[src/rtl/ysyx_23060208_lsu.sv]
`timescale 1ns/1ps
// ysyx_23060208_lsu: single-outstanding load/store unit bridging a CPU request port to AXI-lite.
//   Parameters: DATA_WIDTH (32 or 64), NBYTES (byte lanes per beat).
//   Ports: clk, rst (asynchronous, active-low);
//          req_*  : request handshake plus store/size/unsigned/addr/wdata qualifiers;
//          resp_* : one-cycle completion pulse with load flag, extended load data and error;
//          aw*/w*/b* : AXI-lite write channels; ar*/r* : AXI-lite read channels.
//   Macro YSYX_23060208_MISALIGN_TRAP_EN: when defined, a misaligned access produces no bus
//   traffic and completes the next cycle with resp_err=1.
module ysyx_23060208_lsu #(
  parameter int DATA_WIDTH = 32,
  parameter int NBYTES = DATA_WIDTH / 8
) (
  input  logic                  clk,
  input  logic                  rst,
  input  logic                  req_valid,
  output logic                  req_ready,
  input  logic                  req_store,
  input  logic [1:0]            req_size,
  input  logic                  req_unsigned,
  input  logic [DATA_WIDTH-1:0] req_addr,
  input  logic [DATA_WIDTH-1:0] req_wdata,
  output logic                  resp_valid,
  output logic                  resp_load,
  output logic [DATA_WIDTH-1:0] resp_rdata,
  output logic                  resp_err,
  output logic [DATA_WIDTH-1:0] awaddr,
  output logic                  awvalid,
  input  logic                  awready,
  output logic [DATA_WIDTH-1:0] wdata,
  output logic [NBYTES-1:0]     wstrb,
  output logic                  wvalid,
  input  logic                  wready,
  input  logic [1:0]            bresp,
  input  logic                  bvalid,
  output logic                  bready,
  output logic [DATA_WIDTH-1:0] araddr,
  output logic                  arvalid,
  input  logic                  arready,
  input  logic [DATA_WIDTH-1:0] rdata,
  input  logic [1:0]            rresp,
  input  logic                  rvalid,
  output logic                  rready
);
  localparam int OW = $clog2(NBYTES);
  localparam bit NARROW = DATA_WIDTH == 32;
  typedef enum logic [2:0] {IDLE, RD_A, RD_D, WR_AW, WR_B, RESP} state_t;
  state_t state_q, state_d;
  logic [DATA_WIDTH-1:0] addr_q, addr_d, wdata_q, wdata_d, rdata_q, rdata_d;
  logic [1:0] size_q, size_d;
  logic uns_q, uns_d, store_q, store_d, err_q, err_d, aw_q, aw_d, w_q, w_d;
  logic mis, aw_hs, w_hs, unused;
  logic [OW-1:0] off;
  logic [7:0] pad;
  logic [DATA_WIDTH-1:0] sh, al, ext;
  logic signed [DATA_WIDTH-1:0] sx;
  assign unused = ^{rresp[0], bresp[0]};
`ifdef YSYX_23060208_MISALIGN_TRAP_EN
  assign mis = |(req_addr[2:0] & ((3'd1 << req_size) - 3'd1));
`else
  assign mis = 1'b0;
`endif
  // aw_q / w_q remember a completed handshake so each valid drops independently
  assign aw_hs = aw_q | awready;
  assign w_hs = w_q | wready;
  always_comb begin
    state_d = state_q;
    addr_d = addr_q;
    size_d = size_q;
    uns_d = uns_q;
    store_d = store_q;
    wdata_d = wdata_q;
    rdata_d = rdata_q;
    err_d = err_q;
    aw_d = aw_q;
    w_d = w_q;
    case (state_q)
      IDLE: if (req_valid) begin
        addr_d = req_addr;
        size_d = req_size;
        uns_d = req_unsigned;
        store_d = req_store;
        wdata_d = req_wdata;
        err_d = mis;
        state_d = mis ? RESP : req_store ? WR_AW : RD_A;
      end
      RD_A: state_d = arready ? RD_D : RD_A;
      RD_D: if (rvalid) begin
        rdata_d = rdata;
        err_d = rresp[1] | (NARROW && size_q == 2'd3);
        state_d = RESP;
      end
      WR_AW: begin
        aw_d = aw_hs & ~w_hs;
        w_d = w_hs & ~aw_hs;
        state_d = (aw_hs && w_hs) ? WR_B : WR_AW;
      end
      WR_B: if (bvalid) begin
        err_d = bresp[1];
        state_d = RESP;
      end
      RESP: state_d = IDLE;
      default: state_d = IDLE;
    endcase
  end
  always_ff @(posedge clk or negedge rst) begin
    if (!rst) begin
      state_q <= IDLE;
      addr_q <= '0;
      size_q <= '0;
      uns_q <= 1'b0;
      store_q <= 1'b0;
      wdata_q <= '0;
      rdata_q <= '0;
      err_q <= 1'b0;
      aw_q <= 1'b0;
      w_q <= 1'b0;
    end else begin
      state_q <= state_d;
      addr_q <= addr_d;
      size_q <= size_d;
      uns_q <= uns_d;
      store_q <= store_d;
      wdata_q <= wdata_d;
      rdata_q <= rdata_d;
      err_q <= err_d;
      aw_q <= aw_d;
      w_q <= w_d;
    end
  end
  assign off = addr_q[OW-1:0];
  assign req_ready = state_q == IDLE;
  assign araddr = addr_q;
  assign awaddr = addr_q;
  assign arvalid = state_q == RD_A;
  assign rready = state_q == RD_D;
  assign awvalid = state_q == WR_AW && !aw_q;
  assign wvalid = state_q == WR_AW && !w_q;
  assign bready = state_q == WR_B;
  assign wdata = (state_q == WR_AW) ? wdata_q << {off, 3'b000} : '0;
  // lanes shifted past the top byte are simply dropped by the truncation
  assign wstrb = (state_q == WR_AW) ? NBYTES'(((16'd1 << (5'd1 << size_q)) - 16'd1) << off) : '0;
  // align the accessed bytes to bit 0, park them at the top, then shift back down to extend
  assign sh = rdata_q >> {off, 3'b000};
  assign pad = 8'(DATA_WIDTH - (8 << size_q));
  assign al = sh << pad;
  assign sx = $signed(al) >>> pad;
  assign ext = uns_q ? al >> pad : sx;
  assign resp_valid = state_q == RESP;
  assign resp_load = resp_valid && !store_q;
  assign resp_err = resp_valid && err_q;
  assign resp_rdata = (resp_load && !err_q) ? ext : '0;
endmodule

[config.mk]
export PLATFORM = sky130hd
export DESIGN_NAME = ysyx_23060208_lsu
export DESIGN_NICKNAME = d
export VERILOG_FILES = /design/src/rtl/ysyx_23060208_lsu.sv
export SDC_FILE = /design/constraint.sdc
export NUM_CORES = 1
export LEC_CHECK = 0
export CAP_MARGIN = 40
export CORE_MARGIN = 3
export CORE_UTILIZATION = 44
export DETAILED_ROUTE_END_ITERATION = 10
export GPL_TIMING_DRIVEN = 1
export HOLD_SLACK_MARGIN = 0.02
export MAX_ROUTING_LAYER = met4
export PLACE_DENSITY = 0.81
export SETUP_SLACK_MARGIN = 0.4
export SLEW_MARGIN = 20
export SYNTH_ARGS = -nofsm -noshare
export SYNTH_HDL_FRONTEND = slang
export SYNTH_SLANG_ARGS = --single-unit
export TNS_END_PERCENT = 30
[constraint.sdc]
create_clock -name clk -period 3.56 [get_ports clk]
set_clock_uncertainty 0.1 [all_clocks]
set_input_delay 0.712 -clock clk [delete_from_list [all_inputs] [get_ports clk]]
set_output_delay 0.712 -clock clk [all_outputs]
set_load 0.02 [all_outputs]
# Word-level counts from Yosys, hierarchy flattened
# Index checks and enable logic that the tools add are counted.
# word_totals
ff_bits	106
inputBits	112
wordCells	68
# op_classes
reduce_logical	16
eq_ne	9
shifts	9
bitwise	7
n_addsub	2
mux	15
# ops
cell	n
2-to-1 mux 32 bit	3
<< shifter 32 x 5 -> 32 bit	1
<< shifter 32 x 8 -> 32 bit	1
right shift 32 x 5 -> 32 bit	1
right shift 32 x 8 -> 32 bit	1
>>> shifter 32 x 8 -> 32 bit	1
<< shifter 1 x 5 -> 16 bit (first input constant)	1
<< shifter 16 x 2 -> 4 bit	1
subtractor 16 x 1 -> 16 bit (second input constant)	1
one-hot mux 3 bit (5 select lines)	1
2-to-1 mux 3 bit	4
<< shifter 4 x 2 -> 8 bit (first input constant)	1
subtractor 7 x 8 -> 8 bit (first input constant)	1
equality test 3 x 2 -> 1 bit (second input constant)	2
equality test 3 bit (second input constant)	2
logical AND 1 bit	6
!= test 2 bit (second input constant)	3
<< shifter 1 x 2 -> 5 bit (first input constant)	1
zero test 1 bit	4
2-to-1 mux 2 bit	2
2-to-1 mux 4 bit	1
AND reduction 2 bit	2
AND reduction 4 bit	1
equality test 3 x 1 -> 1 bit (second input constant)	1
other kinds (9)	15

# Longest topological paths before layout
# Gate-level depths: netlist (run 1).
# logic_depth
ltp_word	6
ltp_mapped	9
ltp_nobuf	8

# Worst setup path after synthesis (run 1)
# No wires, ideal clock.
# synth_timing
path_kind	reg2out
start	register size_q[1]
end	output port resp_rdata[10]
n_path_buf	3
setup_slack_ns	0.531
path_stages_with_launch	9
arrival_ns	2.217
cell_sequence	dfrtp_1 -> buf_2 -> nand2b_1 -> inv_1 -> ha_1 -> clkbuf_8 -> clkbuf_1 -> o2111ai_1 -> a21oi_1
# synth_between
elab_chain_len	6
elab_cells_between_ends	7
# synth_lines
item	line_no	source
from (decl)	50	logic [1:0] size_q, size_d;
from (signal assigned)	121	size_q <= size_d;
<< shifter 4 x 2 -> 8 bit (*)	145	assign pad = 8'(DATA_WIDTH - (8 << size_q));
subtractor 7 x 8 -> 8 bit (*)	145	
<< shifter 32 x 8 -> 32 bit	146	assign al = sh << pad;
>>> shifter 32 x 8 -> 32 bit or right shift 32 x 8 -> 32 bit (tied branches)	147, 148	
2-to-1 mux 32 bit (*)	148	assign ext = uns_q ? al >> pad : sx;
2-to-1 mux 32 bit (*)	152	assign resp_rdata = (resp_load && !err_q) ? ext : '0;
to (decl)	25	output logic [DATA_WIDTH-1:0] resp_rdata,
# Mark *: on every way between the ends. The rest lies on a longest branch, timed or not.

# Worst setup path in the final report (run 1)
# layout_timing
start	register state_q[1]
end	output port resp_rdata[2]
# layout_between
elab_chain_len	4
# layout_lines
item	line_no	source
from (decl)	48	state_t state_q, state_d;
from (signal assigned)	119	state_q <= state_d;
equality test 3 bit	149	assign resp_valid = state_q == RESP;
logical AND 1 bit	150	assign resp_load = resp_valid && !store_q;
logical AND 1 bit	152	
2-to-1 mux 32 bit	152	
# Every way passes these cells.

==> results_dict.tcl, run 1 <==
set metrics [dict create \
    status "finished, final reports clean" \
    gp_congestion 0.9166 \
    fin_nets 950 \
    hold_viol_final 0 \
    irDropWorstVdd_uv 638.8 \
    cp_num_cells 6 \
    vias 5589 \
    critPathBufInv 2 \
    hp-class "input port to async pin" \
    crit_path_max_incr_delay_ns 0.67 \
    placed_cell_area_sq_um 8780 \
    clkTransAtPathRegs_ns 0.07 \
    routed_wl_microns 19470 \
    via_per_inst 5.485 \
    arrival_ns 2.46 \
    dp.cells 995 \
    ant_nets 0 \
    totalNegativeSetupSlack_ns 0 \
    root_buffer "clkbuf_16" \
    fp-row-count 43 \
    drc 0 \
    diodes 0 \
    cts.htree.levels 3 \
    crit_fanout 14 \
    grt_pass1_wl_microns 31220 \
    synth-seq-cells 106 \
    cts-hold-fix-buffers 0 \
    final_cells 1019 \
    finalCritPeriodShare_pct 91.88 \
    first_global_vias 5915 \
    io_pins 253 \
    grtUsageTotal_pct 25.23 \
    leakage_nw 4.086 \
    setup_violations 0 \
    synth_area_leader_cell "dfrtp_1" \
    drt_iter0_drc 254 \
    final_core_util_pct 66.96 \
    clkSinkCount 106 \
    design_area_sq_um 9366 \
    totalPowerFinal_mw 8.916 \
    drv_cap 0 \
    critPathTopFamily "buffers and inverters" \
    antenna_found_initial 0 \
    cts_tree "built" \
    yosysWarnings 0 \
    max_freq_mhz 305.7 \
    portBuffers 250 \
    synth_cells 622 \
    syn_nets 737 \
    synth.avg_cell_area_sq_um 10.23 \
    die_h_microns 126.3 \
    dieArea_sq_um 15940 \
    synth_top_flop_cell "dfrtp_1" \
    worstPathRequired_ns 2.75 \
    cts_buffers 9 \
    path_cells "nand3b_2, nor3_1, buf_4, nand2_2, a211oi_1, clkdlybuf4s50_1" \
    fin_crit_ns 3.271 \
    grt_max_degree 60 \
    syn_to_final_growth_pct 47.16 \
    synth_area_leaders "dfrtp_1 (42%), mux2_2 (17%), mux2i_1 (4.7%)" \
    layout-drive-gt1-share_pct 22.41 \
    pwr_density_cell_nw_per_um2 951.9 \
    clk-insertion-delay-late_ns 0.35 \
    ys_async_sr_fraction_pct 100.0 \
    rsz0062_at_grt "true" \
    cts_buffer_depth 2 \
    crit_type "flop to output pin" \
    die_w_microns 126.3 \
    fillers 1115 \
    initial_core_util_pct 45.50 \
    yosysSeqAreaShare_pct 41.67 \
    wl_per_cell_microns 19.11 \
    critPathCaptureType "output pin" \
    yosys.area.top_type_share_pct 41.67 \
    hold_ws_ns 0.2842 \
    netlist_area_sq_um 6365 \
    coreArea_sq_um 13990 \
    hpwl_microns 14110 \
    layout_setup_ws_ns 0.2892 \
    relSlewSlack_pct 52.59 \
    grt_overflow 0 \
    finalMaxSlewViolations 0 \
    critical-path-slowest-cell "clkdlybuf4s50_1" \
    synth_edf_count 0 \
    worst_pin_slew_ns 0.7111 \
    dp_worst_setup_slack_ns 0.1308 \
    critPathLaunchType "flop" \
    reg2regPathDepth 6 \
    dr.pass1.iters 5 \
    synth.distinct_cells 60 \
]
==> Yosys cell counts (all sizes together) (8+ instances only) <==
| master | number |
|---|---|
| nand2 | 45 |
| a211oi | 27 |
| o21ai | 29 |
| a21oi | 39 |
| mux2 | 104 |
| nor3 | 10 |
| inv | 13 |
| nor2 | 49 |
| nor2b | 9 |
| dfrtp | 106 |
| clkbuf | 15 |
| mux2i | 31 |
| and2 | 11 |
| buf | 63 |
| nand2b | 8 |
==> final timing paths <==
kind	start	end	slack, ns
min in group clk	rdata_q[4]$_DFFE_PN0P_	rdata_q[4]$_DFFE_PN0P_	0.40
worst max-delay path	state_q[1]$_DFFE_PN0P_	resp_rdata[2]	0.29
worst min-delay path	rst	rdata_q[30]$_DFFE_PN0P_	0.28
max in group asynchronous	rst	araddr[0]$_DFFE_PN0P_	2.30
worst min register to register	rdata_q[4]$_DFFE_PN0P_	rdata_q[4]$_DFFE_PN0P_	0.40
worst max register to register	state_q[1]$_DFFE_PN0P_	rdata_q[17]$_DFFE_PN0P_	1.40
==> sequential cells by signal, summed over array words and instances, names as in the netlist <==
name / count
araddr: 32
rdata_q: 32
wdata_q: 32
state_q: 3
size_q: 2
aw_q: 1
err_q: 1
store_q: 1
uns_q: 1
w_q: 1
==> worst register-to-register path, delay by kind of cell, from the launching register on <==
kind,cells,cell delay [ns]
AND/OR/NAND/NOR,2,0.49
multiplexers,1,0.42
flip-flops,1,0.34
buffers and inverters,3,0.69
==> cells by family after synthesis <==
family          after synthesis  share of synthesized area, %
flops                       106                         41.67
compound gates              129                         12.99
simple gates                155                         11.89
buf+inv                      91                         8.846
fa+ha+maj                     3                        0.5898
mux                         135                         23.47
xor+xnor                      3                        0.5309
==> repair_timing <==
item | in CTS | in global routing
gates resized for setup | 80 | 31
setup endpoints to repair | 69 | 69
pin swaps | 6 | 2
cloned | 1 | 0
buffers inserted | 6 | 2
==> power by group <==
part | internal, mW | total, mW | switching [mW]
Combinational | 2.60 | 5.39 | 2.79
Sequential | 1.83 | 2.44 | 0.612
Clock | 0.621 | 1.09 | 0.470
Total | 5.05 | 8.92 | 3.87
==> cell usage in the layout, fill, tap and decap left out, types with 6 or more instances in the layout <==
cell	netlist	final
and2_1	11	11
clkdlybuf4s50_1	0	205
nor2_1	46	46
buf_4	37	23
clkbuf_16	0	9
mux2i_1	30	30
a21oi_1	39	38
clkdlybuf4s15_2	0	6
dfrtp_1	106	103
mux2_2	98	98
dlygate4sd2_1	0	13
dlymetal6s2s_1	0	18
nand2_1	45	43
nor3_1	8	6
a211oi_1	27	25
o21ai_0	27	26
nand2b_1	8	7
nor2b_1	9	9
inv_1	12	11
mux2_1	6	6
==> final cells by class <==
| class | count | area [sq um] | area share [%] |
|---|---|---|---|
| multi-input combinational | 426 | 3312 | 35.36 |
| timing repair buffer | 279 | 2800 | 29.90 |
| sequential | 106 | 2659 | 28.39 |
| clock buffer | 10 | 229.0 | 2.445 |
| tap | 180 | 225.2 | 2.404 |
| clock inverter | 5 | 88.84 | 0.9484 |
| inverter | 13 | 52.55 | 0.5610 |
==> per-layer routing <==
metal	global-route usage (%)	share of wire, %	up-vias
li1	-	-	2603
met4	8.580	2.6	0
met2	40.88	50	236
met5	-	0	-
met3	6.573	7.0	30
met1	30.77	41	2720
Note: power is estimated with default switching activity, not from simulation.
==> run 2: changes to the inputs <==
CORE_UTILIZATION = 40   (was 44)
PLACE_DENSITY = 0.75   (was 0.81)
==> run 2 against run 1 <==
  * First-iteration DRC count is 22% higher
  * Sequential share of layout area about the same
  * Worst hold slack worse by 0.010 ns
  * Wire length increased by 2.7%
  * Power shrank 1.1%
  * Non-clock buffer count up 10
  * Critical path depth increased by 1
  * Sequential power about the same
  * Flip-flop and latch count stayed put
  * Count of clock-buffer cells in the layout is the same
  * Highest routed layer unchanged
==> results_dict.tcl, run 2 (same netlist as run 1, synthesis figures left out) <==
set metrics [dict create \
    clkSinkCount 106 \
    hold_viol_final 0 \
    hp-class "input port to async pin" \
    via_per_inst 5.226 \
    fin_nets 960 \
    diodes 0 \
    grt_overflow 0 \
    layout-drive-gt1-share_pct 22.94 \
    path_cells "buf_4, mux2i_4, nor2_2, o21a_4, o31a_1, o21a_1, dlygate4sd2_1" \
    layout_commonest_cell "clkdlybuf4s50_1" \
    worstPathRequired_ns 2.75 \
    syn_to_final_growth_pct 47.24 \
    cts_buffer_depth 2 \
    portBuffers 250 \
    crit_fanout 7 \
    cts.htree.levels 3 \
    leakage_nw 4.105 \
    rsz0062_at_grt "true" \
    coreArea_sq_um 15370 \
    antenna_found_initial 0 \
    worst_pin_slew_ns 0.6823 \
    critPathCaptureType "output pin" \
    arrival_ns 2.49 \
    critical-path-slowest-cell "dfrtp_2" \
    irDropWorstVdd_uv 618.0 \
    status "finished, final reports clean" \
    dieArea_sq_um 17460 \
    critPathBufInv 2 \
    first_global_vias 5582 \
    fp-row-count 45 \
    gp_congestion 0.9128 \
    clkTransAtPathRegs_ns 0.08 \
    max_freq_mhz 302.5 \
    ant_nets 0 \
    grt_max_degree 60 \
    hpwl_microns 14660 \
    die_w_microns 132.1 \
    layout_setup_ws_ns 0.2538 \
    pwr_density_cell_nw_per_um2 940.7 \
    dp_worst_setup_slack_ns 0.2739 \
    wl_per_cell_microns 18.84 \
    finalCritPeriodShare_pct 92.87 \
    io_pins 253 \
    drc 0 \
    vias 5545 \
    cts_buffers 9 \
    crit_path_max_incr_delay_ns 0.47 \
    grtUsageTotal_pct 23.00 \
    root_buffer "clkbuf_16" \
    clk-insertion-delay-late_ns 0.36 \
    cts_tree "built" \
    initial_core_util_pct 41.41 \
    die_h_microns 132.1 \
    final_cell_mix "clkdlybuf4s50_1 (203), dfrtp_1 (104), mux2_2 (98)" \
    routed_wl_microns 19990 \
    drv_cap 0 \
    drt_iter0_drc 309 \
    relSlewSlack_pct 54.51 \
    critPathLaunchType "flop" \
    setup_violations 0 \
    critPathTopFamily "compound AO/OA/AOI/OAI gates" \
    totalNegativeSetupSlack_ns 0 \
    finalMaxSlewViolations 0 \
    fin_crit_ns 3.306 \
    dr.pass1.iters 5 \
    grt_pass1_wl_microns 31130 \
    crit_type "flop to output pin" \
]
==> run 2: timing repair <==
action,in CTS,in global routing
hold buffers,0,0
pin swaps,2,1
buffers inserted,3,7
gates cloned,0,1
hold endpoints to repair,0,0
gates resized for setup,83,27
endpoints found under the setup margin,71,67
==> run 2: stage by stage <==
stage	cells	power [mW]	instance area [sq um]	util [%]	hold slack, ns
3_3_place_gp	1034	7.488	8866	57.68	0.3854
6_report	1061	8.816	9371	60.97	0.2738
2_1_floorplan	622	5.854	6365	-	0.3164
5_1_grt	1061	9.373	9371	60.97	0.3149
4_1_cts	1053	8.761	9231	60.06	0.3037
3_5_place_dp	1034	7.579	8866	57.68	0.3900
==> run 2: layout make-up <==
class	instances	area, sq um
Sequential cell	106	2658
Clock inverter	6	55.05
Multi-Input combinational cell	426	3277
Timing Repair Buffer	289	2836
Fill cell	1265	6000
Tap cell	211	264.0
Clock buffer	10	229.0
Inverter	13	52.55
==> run 2: worst paths after layout <==
| path | start | endpoint | slack [ns] | cells after the start |
|---|---|---|---|---|
| setup / recovery | araddr[1]$_DFFE_PN0P_ | resp_rdata[28] | 0.25 | 7 |
| hold / removal | rst | wdata_q[20]$_DFFE_PN0P_ | 0.27 | 1 |
| setup reg to reg | state_q[1]$_DFFE_PN0P_ | rdata_q[22]$_DFFE_PN0P_ | 1.41 | 6 |
| hold reg to reg | rdata_q[1]$_DFFE_PN0P_ | rdata_q[1]$_DFFE_PN0P_ | 0.40 | 1 |
| max in group asynchronous | rst | araddr[1]$_DFFE_PN0P_ | 2.30 | 2 |
| min in group clk | rdata_q[1]$_DFFE_PN0P_ | rdata_q[1]$_DFFE_PN0P_ | 0.40 | 1 |
==> run 2: layer usage <==
metal / share of wire, % / vias to the layer above / GRT usage, %
li1: - / 2625 / -
met1: 41 / 2689 / 28.10
met2: 51 / 219 / 38.40
met3: 7.9 / 12 / 6.260
met4: 0.86 / 0 / 4.842
met5: 0 / - / -
==> run 2: where the power goes <==
| part | internal (mW) | total, mW | switching (mW) | leakage [nW] |
|---|---|---|---|---|
| Sequential | 1.83 | 2.42 | 0.593 | 1.26 |
| Clock | 0.490 | 0.971 | 0.480 | 0.140 |
| Combinational | 2.61 | 5.43 | 2.81 | 2.70 |
| Total | 4.93 | 8.82 | 3.89 | 4.11 |
==> run 3: changes to the inputs <==
PLACE_DENSITY = 0.74   (was 0.75)
==> run 3 against run 2 <==
  * Sequential power is essentially flat
  * Die area is the same
  * Critical path depth shrank 1
  * Clock power grew 5%
  * Worst setup slack gained 0.029 ns
  * Core utilization grew 0.33 points
  * Critical endpoint is now resp_rdata[6]
  * Highest routed layer unchanged
==> results_dict.tcl, run 3 (same netlist as run 1, synthesis figures left out) <==
set metrics [dict create \
    die_h_microns 132.1 \
    fillers 1321 \
    pwr_density_cell_nw_per_um2 943.1 \
    cts.htree.levels 3 \
    intPower_mw 5.007 \
    p_seq_share_pct 27.0 \
    critPathTopFamily "buffers and inverters" \
    grt_overflow 0 \
    hold_viol_final 0 \
    final_cell_mix "clkdlybuf4s50_1 (211), dfrtp_1 (104), mux2_2 (98)" \
    clkSinkCount 106 \
    irDropWorstVdd_uv 596.3 \
    combPwrFrac_pct 61.5 \
    wl_per_cell_microns 18.82 \
    drc 0 \
    grt_pass1_wl_microns 31880 \
    gp_congestion 0.9138 \
    crit_type "flop to output pin" \
    cts_tree "built" \
    routed_wl_microns 19970 \
    max_freq_mhz 305.2 \
    setup_violations 0 \
    cts_buffers 9 \
    layout-drive-gt1-share_pct 22.59 \
    r2r_setup_slack_ns 1.49 \
    root_buffer "clkbuf_16" \
    final_cells 1061 \
    via_per_inst 5.229 \
    die_w_microns 132.1 \
    clkTransAtPathRegs_ns 0.08 \
    io_pins 253 \
    clk-insertion-delay-late_ns 0.35 \
    worstPathRequired_ns 2.75 \
    critPathLaunchType "flop" \
    critPathBufInv 2 \
    dp.cells 1031 \
    fp-row-count 45 \
    finalCritPeriodShare_pct 92.05 \
    antenna_found_initial 0 \
    portBuffers 250 \
    design_area_sq_um 9422 \
    syn_to_final_growth_pct 48.02 \
    multiInputGateArea_sq_um 3272 \
    placed_cell_area_sq_um 8816 \
    first_global_vias 5886 \
    dieArea_sq_um 17460 \
    critical-path-slowest-cell "clkdlybuf4s50_1" \
    crit_fanout 14 \
    worst_pin_slew_ns 0.4682 \
    fin_nets 961 \
    crit_path_max_incr_delay_ns 0.65 \
    fin_crit_ns 3.277 \
    arrival_ns 2.46 \
    pwr-share-clk_pct 11.5 \
    layout_setup_ws_ns 0.2831 \
    initial_core_util_pct 41.41 \
    ant_nets 0 \
    drt_iter0_drc 251 \
    totalNegativeSetupSlack_ns 0 \
    critPathCaptureType "output pin" \
    relSlewSlack_pct 68.79 \
    diodes 0 \
    hp-class "input port to async pin" \
    leakage_nw 4.086 \
    coreArea_sq_um 15370 \
    layout_commonest_cell "clkdlybuf4s50_1" \
    dp_worst_setup_slack_ns 0.1544 \
    path_cells "nand3b_2, nor3_1, buf_4, nand2_2, a211oi_1, clkdlybuf4s50_1" \
    cts_buffer_depth 2 \
    switching_share_pct 43.64 \
    finalMaxSlewViolations 0 \
    status "finished, final reports clean" \
    drv_cap 0 \
    vias 5548 \
    grt_max_degree 61 \
    hpwl_microns 14680 \
    power.switching_mw 3.878 \
    rsz0062_at_grt "true" \
    regArea_sq_um 2658 \
    cts-hold-fix-buffers 0 \
    grtUsageTotal_pct 23.41 \
    dr.pass1.iters 4 \
]
run 3: cell types whose count changed in the layout (fill, tap and decap cells not counted), sizes merged:
cell / previous run / this run
buf: 47 / 43
bufinv: 0 / 1
clkbuf: 10 / 9
clkdlybuf4s15: 2 / 7
clkdlybuf4s50: 203 / 211
clkinv: 2 / 0
clkinvlp: 1 / 3
dlygate4sd2: 21 / 12
dlymetal6s2s: 16 / 17
inv: 16 / 15
run 3: layer usage:
metal  track usage [%]  up-vias  wire (microns)
li1                  -     2613               -
met1             28.49     2723            8099
met2             39.20      193           10130
met3             5.687       19            1404
met4             6.009        0             335
met5                 -        -               0
run 3: final cells by class:
| cell class | count | area share, % |
|---|---|---|
| clock buffers | 9 | 2.390 |
| clock inverters | 6 | 0.7835 |
| inverters | 13 | 0.5578 |
| multi-input cells | 426 | 34.73 |
| flip-flops and latches | 106 | 28.21 |
| well taps | 211 | 2.802 |
| repair buffers | 290 | 30.53 |
run 3: through the flow:
stage               utilization [%]  power [mW]  hold WS [ns]
floorplan                         -       5.854        0.3164
CTS                           60.25       8.809        0.3551
detailed placement            57.35       7.530        0.3885
global placement              57.35       7.434        0.3844
global route                  61.29       9.484       0.04717
finish                        61.29       8.885       0.06136
run 3: power by group through the flow:
stage | logic [mW] | clock network (mW) | registers, mW
2_1_floorplan | 3.42 | 0 | 2.43
3_3_place_gp | 5.04 | 0 | 2.39
3_5_place_dp | 5.10 | 0 | 2.43
4_1_cts | 5.36 | 1.05 | 2.40
5_1_grt | 5.89 | 1.11 | 2.49
6_report | 5.47 | 1.02 | 2.40
run 3: worst paths after layout:
kind                       cells after the start                   start                 endpoint
setup / recovery                               6  state_q[1]$_DFFE_PN0P_            resp_rdata[6]
hold / removal                                 1                     rst  wdata_q[23]$_DFFE_PN0P_
setup reg to reg                               5  state_q[0]$_DFFE_PN0P_   rdata_q[2]$_DFFE_PN0P_
hold reg to reg                                1  rdata_q[6]$_DFFE_PN0P_   rdata_q[6]$_DFFE_PN0P_
max in group asynchronous                      3                     rst  wdata_q[28]$_DFFE_PN0P_
min in group clk                               1  rdata_q[6]$_DFFE_PN0P_   rdata_q[6]$_DFFE_PN0P_
run 3: timing repair:
item,4_1_cts,5_1_grt
setup endpoints to repair,67,68
gates cloned,0,1
hold endpoints to repair,0,0
resized for setup,52,31
setup buffers,9,4
pin swaps,3,3
